File: src/rtl/sprite_fetch_arbiter.sv
// Round-robin arbiter sharing the sprite ROM between NUM_REQ renderers.
// One fetch at a time: grant, wait out the ROM latency, return the row with a one-cycle ack.
module sprite_fetch_arbiter #(
    parameter int NUM_REQ  = 4,
    parameter int SPRITE_W = 3,
    parameter int ROW_BITS = 26,
    parameter int ROM_LAT  = 1
) (
    input  logic                         Clk,
    input  logic                         Reset,
    input  logic [NUM_REQ-1:0]           req,
    input  logic [NUM_REQ*SPRITE_W-1:0]  req_sprite,
    input  logic [NUM_REQ*4-1:0]         req_row,
    output logic [SPRITE_W+3:0]          rom_addr,
    input  logic [ROW_BITS-1:0]          rom_data,
    output logic [NUM_REQ-1:0]           ack,
    output logic [ROW_BITS-1:0]          resp_data,
    output logic                         resp_valid,
    output logic                         busy
);

    localparam int PTR_W = $clog2(NUM_REQ);
    localparam logic [1:0] LAT_LAST = 2'(ROM_LAT);

    typedef enum logic [1:0] {ST_IDLE, ST_WAIT, ST_RESP} state_t;

    state_t           state, next_state;
    logic [PTR_W-1:0] rr_ptr;
    logic [PTR_W-1:0] winner;
    logic [PTR_W-1:0] pick;
    logic             pick_valid;
    logic [1:0]       wait_cnt;
    int               idx;

    // Scan from rr_ptr upward (wrapping) so the last winner has lowest priority.
    always_comb begin
        pick       = rr_ptr;
        pick_valid = 1'b0;
        idx        = 0;
        for (int k = 0; k < NUM_REQ; k++) begin
            idx = int'(rr_ptr) + k;
            if (idx >= NUM_REQ) idx = idx - NUM_REQ;
            if (!pick_valid && req[idx]) begin
                pick_valid = 1'b1;
                pick       = PTR_W'(idx);
            end
        end
    end

    always_ff @(posedge Clk) begin
        if (Reset) state <= ST_IDLE;
        else       state <= next_state;
    end

    always_comb begin
        next_state = state;
        case (state)
            ST_IDLE: if (pick_valid) next_state = ST_WAIT;
            ST_WAIT: if (wait_cnt == LAT_LAST) next_state = ST_RESP;
            ST_RESP: next_state = ST_IDLE;
            default: next_state = ST_IDLE;
        endcase
    end

    // Request is latched at grant; nothing on the req side matters until the next IDLE.
    always_ff @(posedge Clk) begin
        if (Reset) begin
            rr_ptr    <= '0;
            winner    <= '0;
            rom_addr  <= '0;
            resp_data <= '0;
            wait_cnt  <= '0;
        end else begin
            case (state)
                ST_IDLE: begin
                    wait_cnt <= '0;
                    if (pick_valid) begin
                        winner   <= pick;
                        rom_addr <= {req_sprite[pick*SPRITE_W +: SPRITE_W], req_row[pick*4 +: 4]};
                    end
                end
                ST_WAIT: begin
                    wait_cnt <= wait_cnt + 2'd1;
                    if (wait_cnt == LAT_LAST) resp_data <= rom_data;
                end
                ST_RESP: begin
                    rr_ptr <= (winner == PTR_W'(NUM_REQ - 1)) ? '0 : winner + PTR_W'(1);
                end
                default: ;
            endcase
        end
    end

    always_comb begin
        ack        = '0;
        resp_valid = (state == ST_RESP);
        busy       = (state != ST_IDLE);
        if (state == ST_RESP) ack[winner] = 1'b1;
    end

endmodule

File: config.mk
export PLATFORM = sky130hd
export DESIGN_NAME = sprite_fetch_arbiter
export DESIGN_NICKNAME = d
export VERILOG_FILES = /design/src/rtl/sprite_fetch_arbiter.sv
export SDC_FILE = /design/constraint.sdc
export NUM_CORES = 1
export LEC_CHECK = 0
export CORE_UTILIZATION = 41
export CTS_BUF_LIST = sky130_fd_sc_hd__clkbuf_4 sky130_fd_sc_hd__clkbuf_8 sky130_fd_sc_hd__clkbuf_16
export DETAILED_ROUTE_END_ITERATION = 10
export GPL_TIMING_DRIVEN = 0
export PLACE_DENSITY = 0.84
export SYNTH_ARGS = -nofsm -noshare
export SYNTH_HDL_FRONTEND = slang
export SYNTH_SLANG_ARGS = --single-unit
File: constraint.sdc
create_clock -name Clk -period 2.49 [get_ports Clk]
set_input_delay 0.3735 -clock Clk [delete_from_list [all_inputs] [get_ports Clk]]
set_output_delay 0.3735 -clock Clk [all_outputs]
set_load 0.005 [all_outputs]
# ---- Word-level counts from Yosys, hierarchy flattened
# Cells that the tools add are included.
dict set report word_totals {
  wordCells 79
  out_inout_bits 39
  regBits 41
  input_bits 60
}
dict set report op_classes {
  magnitude_cmp 10
  add_sub_neg 9
  shift 2
  n_eq_ne 6
  muxes 32
  n_mul 1
  n_reduce_logical 13
}
# operator count
set ops {}
lappend ops {{$lt A32 B4 Y1 const B} 4}
lappend ops {{$mux W32} 4}
lappend ops {{$shiftx A16 B5 Y4} 1}
lappend ops {{$mux W2} 7}
lappend ops {{$mux W1} 13}
lappend ops {{$shiftx A12 B5 Y3} 1}
lappend ops {{$sub A3 B3 Y4 const B} 3}
lappend ops {{$ge A3 B3 Y1 const B} 3}
lappend ops {{$bmux W1 S2} 4}
lappend ops {{$pmux W2 S2} 2}
lappend ops {{$add A2 B2 Y3 const B} 2}
lappend ops {{$reduce_and A2 Y1} 3}
lappend ops {{$add A2 B1 Y2 const B} 2}
lappend ops {{$eq A2 B1 Y1 const B} 2}
lappend ops {{$eq A2 B2 Y1 const B} 2}
lappend ops {{$logic_and A1 B1 Y1} 4}
lappend ops {{$mul A2 B2 Y4 const B} 1}
lappend ops {{$mux W4} 1}
lappend ops {{$ne A2 B2 Y1 const B} 2}
lappend ops {{$reduce_bool A2 Y1} 2}
lappend ops {{$sub A2 B3 Y4 const B} 1}
lappend ops {{$add A2 B1 Y3 const B} 1}
lappend ops {{$ge A2 B3 Y1 const B} 1}
lappend ops {{$logic_not A1 Y1} 3}
lappend ops {{4 further kinds} 4}

# ---- Logic depth before layout (Yosys ltp)
dict set report logic_depth {
  ltp_word 17
  depth_mapped 8
  depth_no_buf 6
}

# ---- Worst setup path before layout
# Ideal clock, no wire load.
dict set report synth_timing {
  path_kind {input -> register}
  start {in req[2]}
  end {reg rom_addr[0]}
  path_stages 5
  slack_ns 0.969
  setup_ns 0.135
  t_required_ns 2.355
  n_path_buf 0
  arrival_time_ns 1.386
  cell_sequence {or4_4 > nand2_2 > nor2_1 > nand2b_1 > o221ai_1}
}
dict set report synth_via {
  elab_chain_cells 14
  elab_cells_between_ends 28
  cone_classes {1 x shift; 20 x mux; 7 x reduce/logical}
}
# item line_no
set synth_rtl {}
lappend synth_rtl {{from (decl)} 11} ;# input logic [NUM_REQ-1:0] req,
lappend synth_rtl {{$bmux W1 S2} 43} ;# if (!pick_valid && req[idx]) begin
lappend synth_rtl {{$mux W1 (not written as such) (2 in a row)} 43}
lappend synth_rtl {{$mux W1} 43}
lappend synth_rtl {{$logic_not A1 Y1} 43}
lappend synth_rtl {{$logic_and A1 B1 Y1} 43}
lappend synth_rtl {{$mux W1} 43}
lappend synth_rtl {{$logic_not A1 Y1} 43}
lappend synth_rtl {{$logic_and A1 B1 Y1} 43}
lappend synth_rtl {{$mux W1} 43}
lappend synth_rtl {{$logic_not A1 Y1} 43}
lappend synth_rtl {{$logic_and A1 B1 Y1} 43}
lappend synth_rtl {{$mux W2 / $mux W1 (equally long branches)} 43}
lappend synth_rtl {{$shiftx A16 B5 Y4 / $reduce_and A2 Y1 (equally long branches)} n/a}
lappend synth_rtl {{to (signal assigned)} 79} ;# rom_addr <= {req_sprite[pick*SPRITE_W +: SPRITE_W], req_row[pick*4 +: 4]};
lappend synth_rtl {{to (decl)} 14} ;# output logic [SPRITE_W+3:0] rom_addr,
# Several ways; a longest one is shown, not always the timed one. The select of a mux whose other input is x is not followed.
# A chain may end at the register's enable or synchronous reset.

# ---- Final worst setup path
dict set report layout_timing {
  start {reg state[1]}
  end {out ack[3]}
}
dict set report layout_via {
  elab_chain_cells 2
}
# item line_no
set layout_rtl {}
lappend layout_rtl {{from (decl)} 27} ;# state_t state, next_state;
lappend layout_rtl {{from (signal assigned)} 52} ;# else state <= next_state;
lappend layout_rtl {{$eq A2 B2 Y1} 98} ;# if (state == ST_RESP) ack[winner] = 1'b1;
lappend layout_rtl {{$mux W4} 98}
lappend layout_rtl {{to (decl)} 16} ;# output logic [NUM_REQ-1:0] ack,
# No other way between the ends.

==> results_dict.tcl <==
set metrics [dict create \
    area_delta_synth_final_pct 62.8 \
    wl_met2_mm 2.51 \
    num_rows 23 \
    path_max_fanout 8 \
    hold_class "flop to flop" \
    synth.avg_cell_area_sq_um 8.29 \
    htreeDepth 2 \
    coreArea_sq_mm 0.00412 \
    path_clk_slew_ns 0.07 \
    cts_buffer_depth 2 \
    hpwl_mm 3.64 \
    num_vias 1797 \
    grt_pass1_wl_mm 7.13 \
    globalRouteOverflowTotal 0 \
    synth-async-reset-ratio_pct 0 \
    grt_pass1_vias 1716 \
    grt_max_degree 13 \
    pre_cts_slack_ns 0.259 \
    netlist_instances 218 \
    met1_length_mm 1.97 \
    yosysTopAreaCell "dfxtp_1" \
    holdCritStartpoint "resp_data[19]$_SDFFE_PP0P_" \
    power_frac_seq_pct 48.1 \
    dr.max_layer_used "met4" \
    ioPinCount 99 \
    rsz0062_at_grt "no" \
    cts_buffers 5 \
    slew-limit-headroom_pct 71.3 \
    post-route-period-util_pct 87.5 \
    synth-edff-count 0 \
    ir_worst_vdd_mv 0.400 \
    r2r_end "rom_addr[5]$_SDFFE_PP0P_" \
    worst_pin_slew_ns 0.430 \
    die_h_um 68.4 \
    p_int_mw 1.12 \
    drcViolationCount 0 \
    final_cell_mix "clkdlybuf4s50_1 (97), nand2_1 (61), dfxtp_1 (41)" \
    cts_tree "built" \
    vias_per_cell 4.82 \
    hold_buffers 0 \
    synth_top_area_share_pct 45.4 \
    initial_core_util_pct 43.9 \
    wire_per_inst_um 12.8 \
    cts.sinks 41 \
    slew_violations 0 \
    clk_latency_ns 0.29 \
    p_leak_nw 1.07 \
    end_kind "primary output" \
    skew_ns 0.00354 \
    power.switching_mw 0.348 \
    required_ns 2.12 \
    post_cts_resized 0 \
    fmax_ghz 0.459 \
    crit_type "flop to primary output" \
    worstHoldEndpoint "resp_data[19]$_SDFFE_PP0P_" \
    dieArea_sq_mm 0.00468 \
    root_buffer "clkbuf_8" \
    synth_ff_type "dfxtp_1" \
    netlist_area_sq_mm 0.00181 \
    syn_nets 283 \
    antenna_found_initial 0 \
    power_density_mw_per_mm2 499 \
    dr.first_iter.drc_count 68 \
    fin_nets 387 \
    hold_viol_final 0 \
    yosys_warnings 0 \
    fillers 359 \
    synth-seq-cells 41 \
    dpl_cell_area_sq_mm 0.00284 \
    clockPowerShare_pct 32.0 \
    maxCapViolCount 0 \
    fin_area_sq_mm 0.00294 \
    setup_ws_ns 0.311 \
    netlist_top_cells_area "dfxtp_1 (45%), nand2_1 (13%), mux2i_1 (9.4%)" \
    comb_power_share_pct 19.9 \
    port_buffers 97 \
    cp-start-kind "flop" \
    r2r-start "rr_ptr[1]$_SDFFE_PP0P_" \
    setup_tns_ns 0 \
    worstPathArrival_ns 1.81 \
    grt_util_all_layers_pct 20.8 \
    startpoint "state[1]$_SDFFE_PP0P_" \
    final_core_util_pct 71.5 \
    status "finished, final reports clean" \
    ff2ff_path_depth 7 \
    n_antenna_cell 0 \
    postRouteAntennaNets 0 \
    ff2ff_setup_slack_ns 0.83 \
    switching_share_pct 23.7 \
    drtPass1Iterations 4 \
    drt-total-wl_mm 4.76 \
    final.min_clock_period_ns 2.18 \
    wl_met3_um 210 \
    drive_gt1_share_pct 5.57 \
    die_w_um 68.4 \
    final-setup-viol-count 0 \
    worstHoldPathCells 2 \
    gp_congestion 0.774 \
    synth.distinct_cells 27 \
    post-cts-setup-buffers 0 \
    layout_commonest_cell "clkdlybuf4s50_1" \
    yosysSeqAreaShare_pct 45.4 \
]
[cells by family (layout without fill, tap and decap cells)]
kind of cell	after synthesis	after routing	share of synthesized area [%]
AOI/OAI and AO/OA	46	46	15.3
and+or+nand+nor	90	90	21.0
buffers and inverters	19	124	5.47
adders and majority gates	5	5	3.46
muxes	17	17	9.41
DFF	41	41	45.4
[critical path: stages, from the launching register on]
cell	delay, ns
dfxtp_1	0.40
nor2b_1	0.15
clkbuf_1	0.28
and2_1	0.19
clkdlybuf4s50_1	0.49
[flip-flops by register name, indices dropped and copies added (netlist names)]
name       flops
rom_addr       7
winner         2
wait_cnt       2
resp_data     26
rr_ptr         2
state          2
[final cells by class]
cell class | instances | area (sq um) | share of cell area, %
inverter | 7 | 26.3 | 0.893
clock inverter | 1 | 5.00 | 0.170
tap | 50 | 62.6 | 2.13
clock buffer | 7 | 96.3 | 3.27
multi-input combinational | 158 | 888 | 30.2
buffer | 12 | 72.6 | 2.47
timing repair buffer | 97 | 971 | 33.0
sequential | 41 | 821 | 27.9
[through the flow]
stage / power, mW / std cells / hold WS (ns)
after floorplan: 0.838 / 218 / 0.453
after global placement: 1.01 / 365 / 0.441
after detailed placement: 1.02 / 365 / 0.447
after CTS: 1.49 / 373 / 0.458
after global routing: 1.54 / 373 / 0.478
final: 1.47 / 373 / 0.456
[layer usage]
| layer | up-vias | global-route usage (%) |
|---|---|---|
| li1 | 932 | - |
| met1 | 816 | 23.0 |
| met2 | 42 | 37.5 |
| met3 | 7 | 4.67 |
| met4 | 0 | 9.38 |
| met5 | - | 0 |
[power by group through the flow]
| stage | clock network [mW] | logic [mW] | registers [mW] |
|---|---|---|---|
| 3_5_place_dp | 0 | 0.294 | 0.723 |
| 6_report | 0.470 | 0.292 | 0.708 |
| 5_1_grt | 0.507 | 0.321 | 0.711 |
| 4_1_cts | 0.483 | 0.296 | 0.708 |
| 2_1_floorplan | 0 | 0.115 | 0.723 |
| 3_3_place_gp | 0 | 0.290 | 0.721 |
[cell usage after synthesis (2+ instances only)]
cell type  instances
and2_1             4
o221ai_1           7
nand2b_1           2
buf_2              3
dfxtp_1           41
o21ai_0            2
clkbuf_1           7
nor2_1            15
inv_1              7
a21oi_1           31
nor2b_1            3
nand2_1           61
mux2i_1           17
ha_1               5
[worst max-delay path by stage]
stage	to	slack [ns]	depth (start not counted)
2_1_floorplan	rom_addr[0]$_SDFFE_PP0P_	0.97	5
3_3_place_gp	rom_addr[1]$_SDFFE_PP0P_	0.28	6
3_5_place_dp	rom_addr[4]$_SDFFE_PP0P_	0.26	8
4_1_cts	ack[3]	0.29	4
5_1_grt	ack[3]	0.17	4
6_report	ack[3]	0.31	4
(Power assumes the default switching activity.)
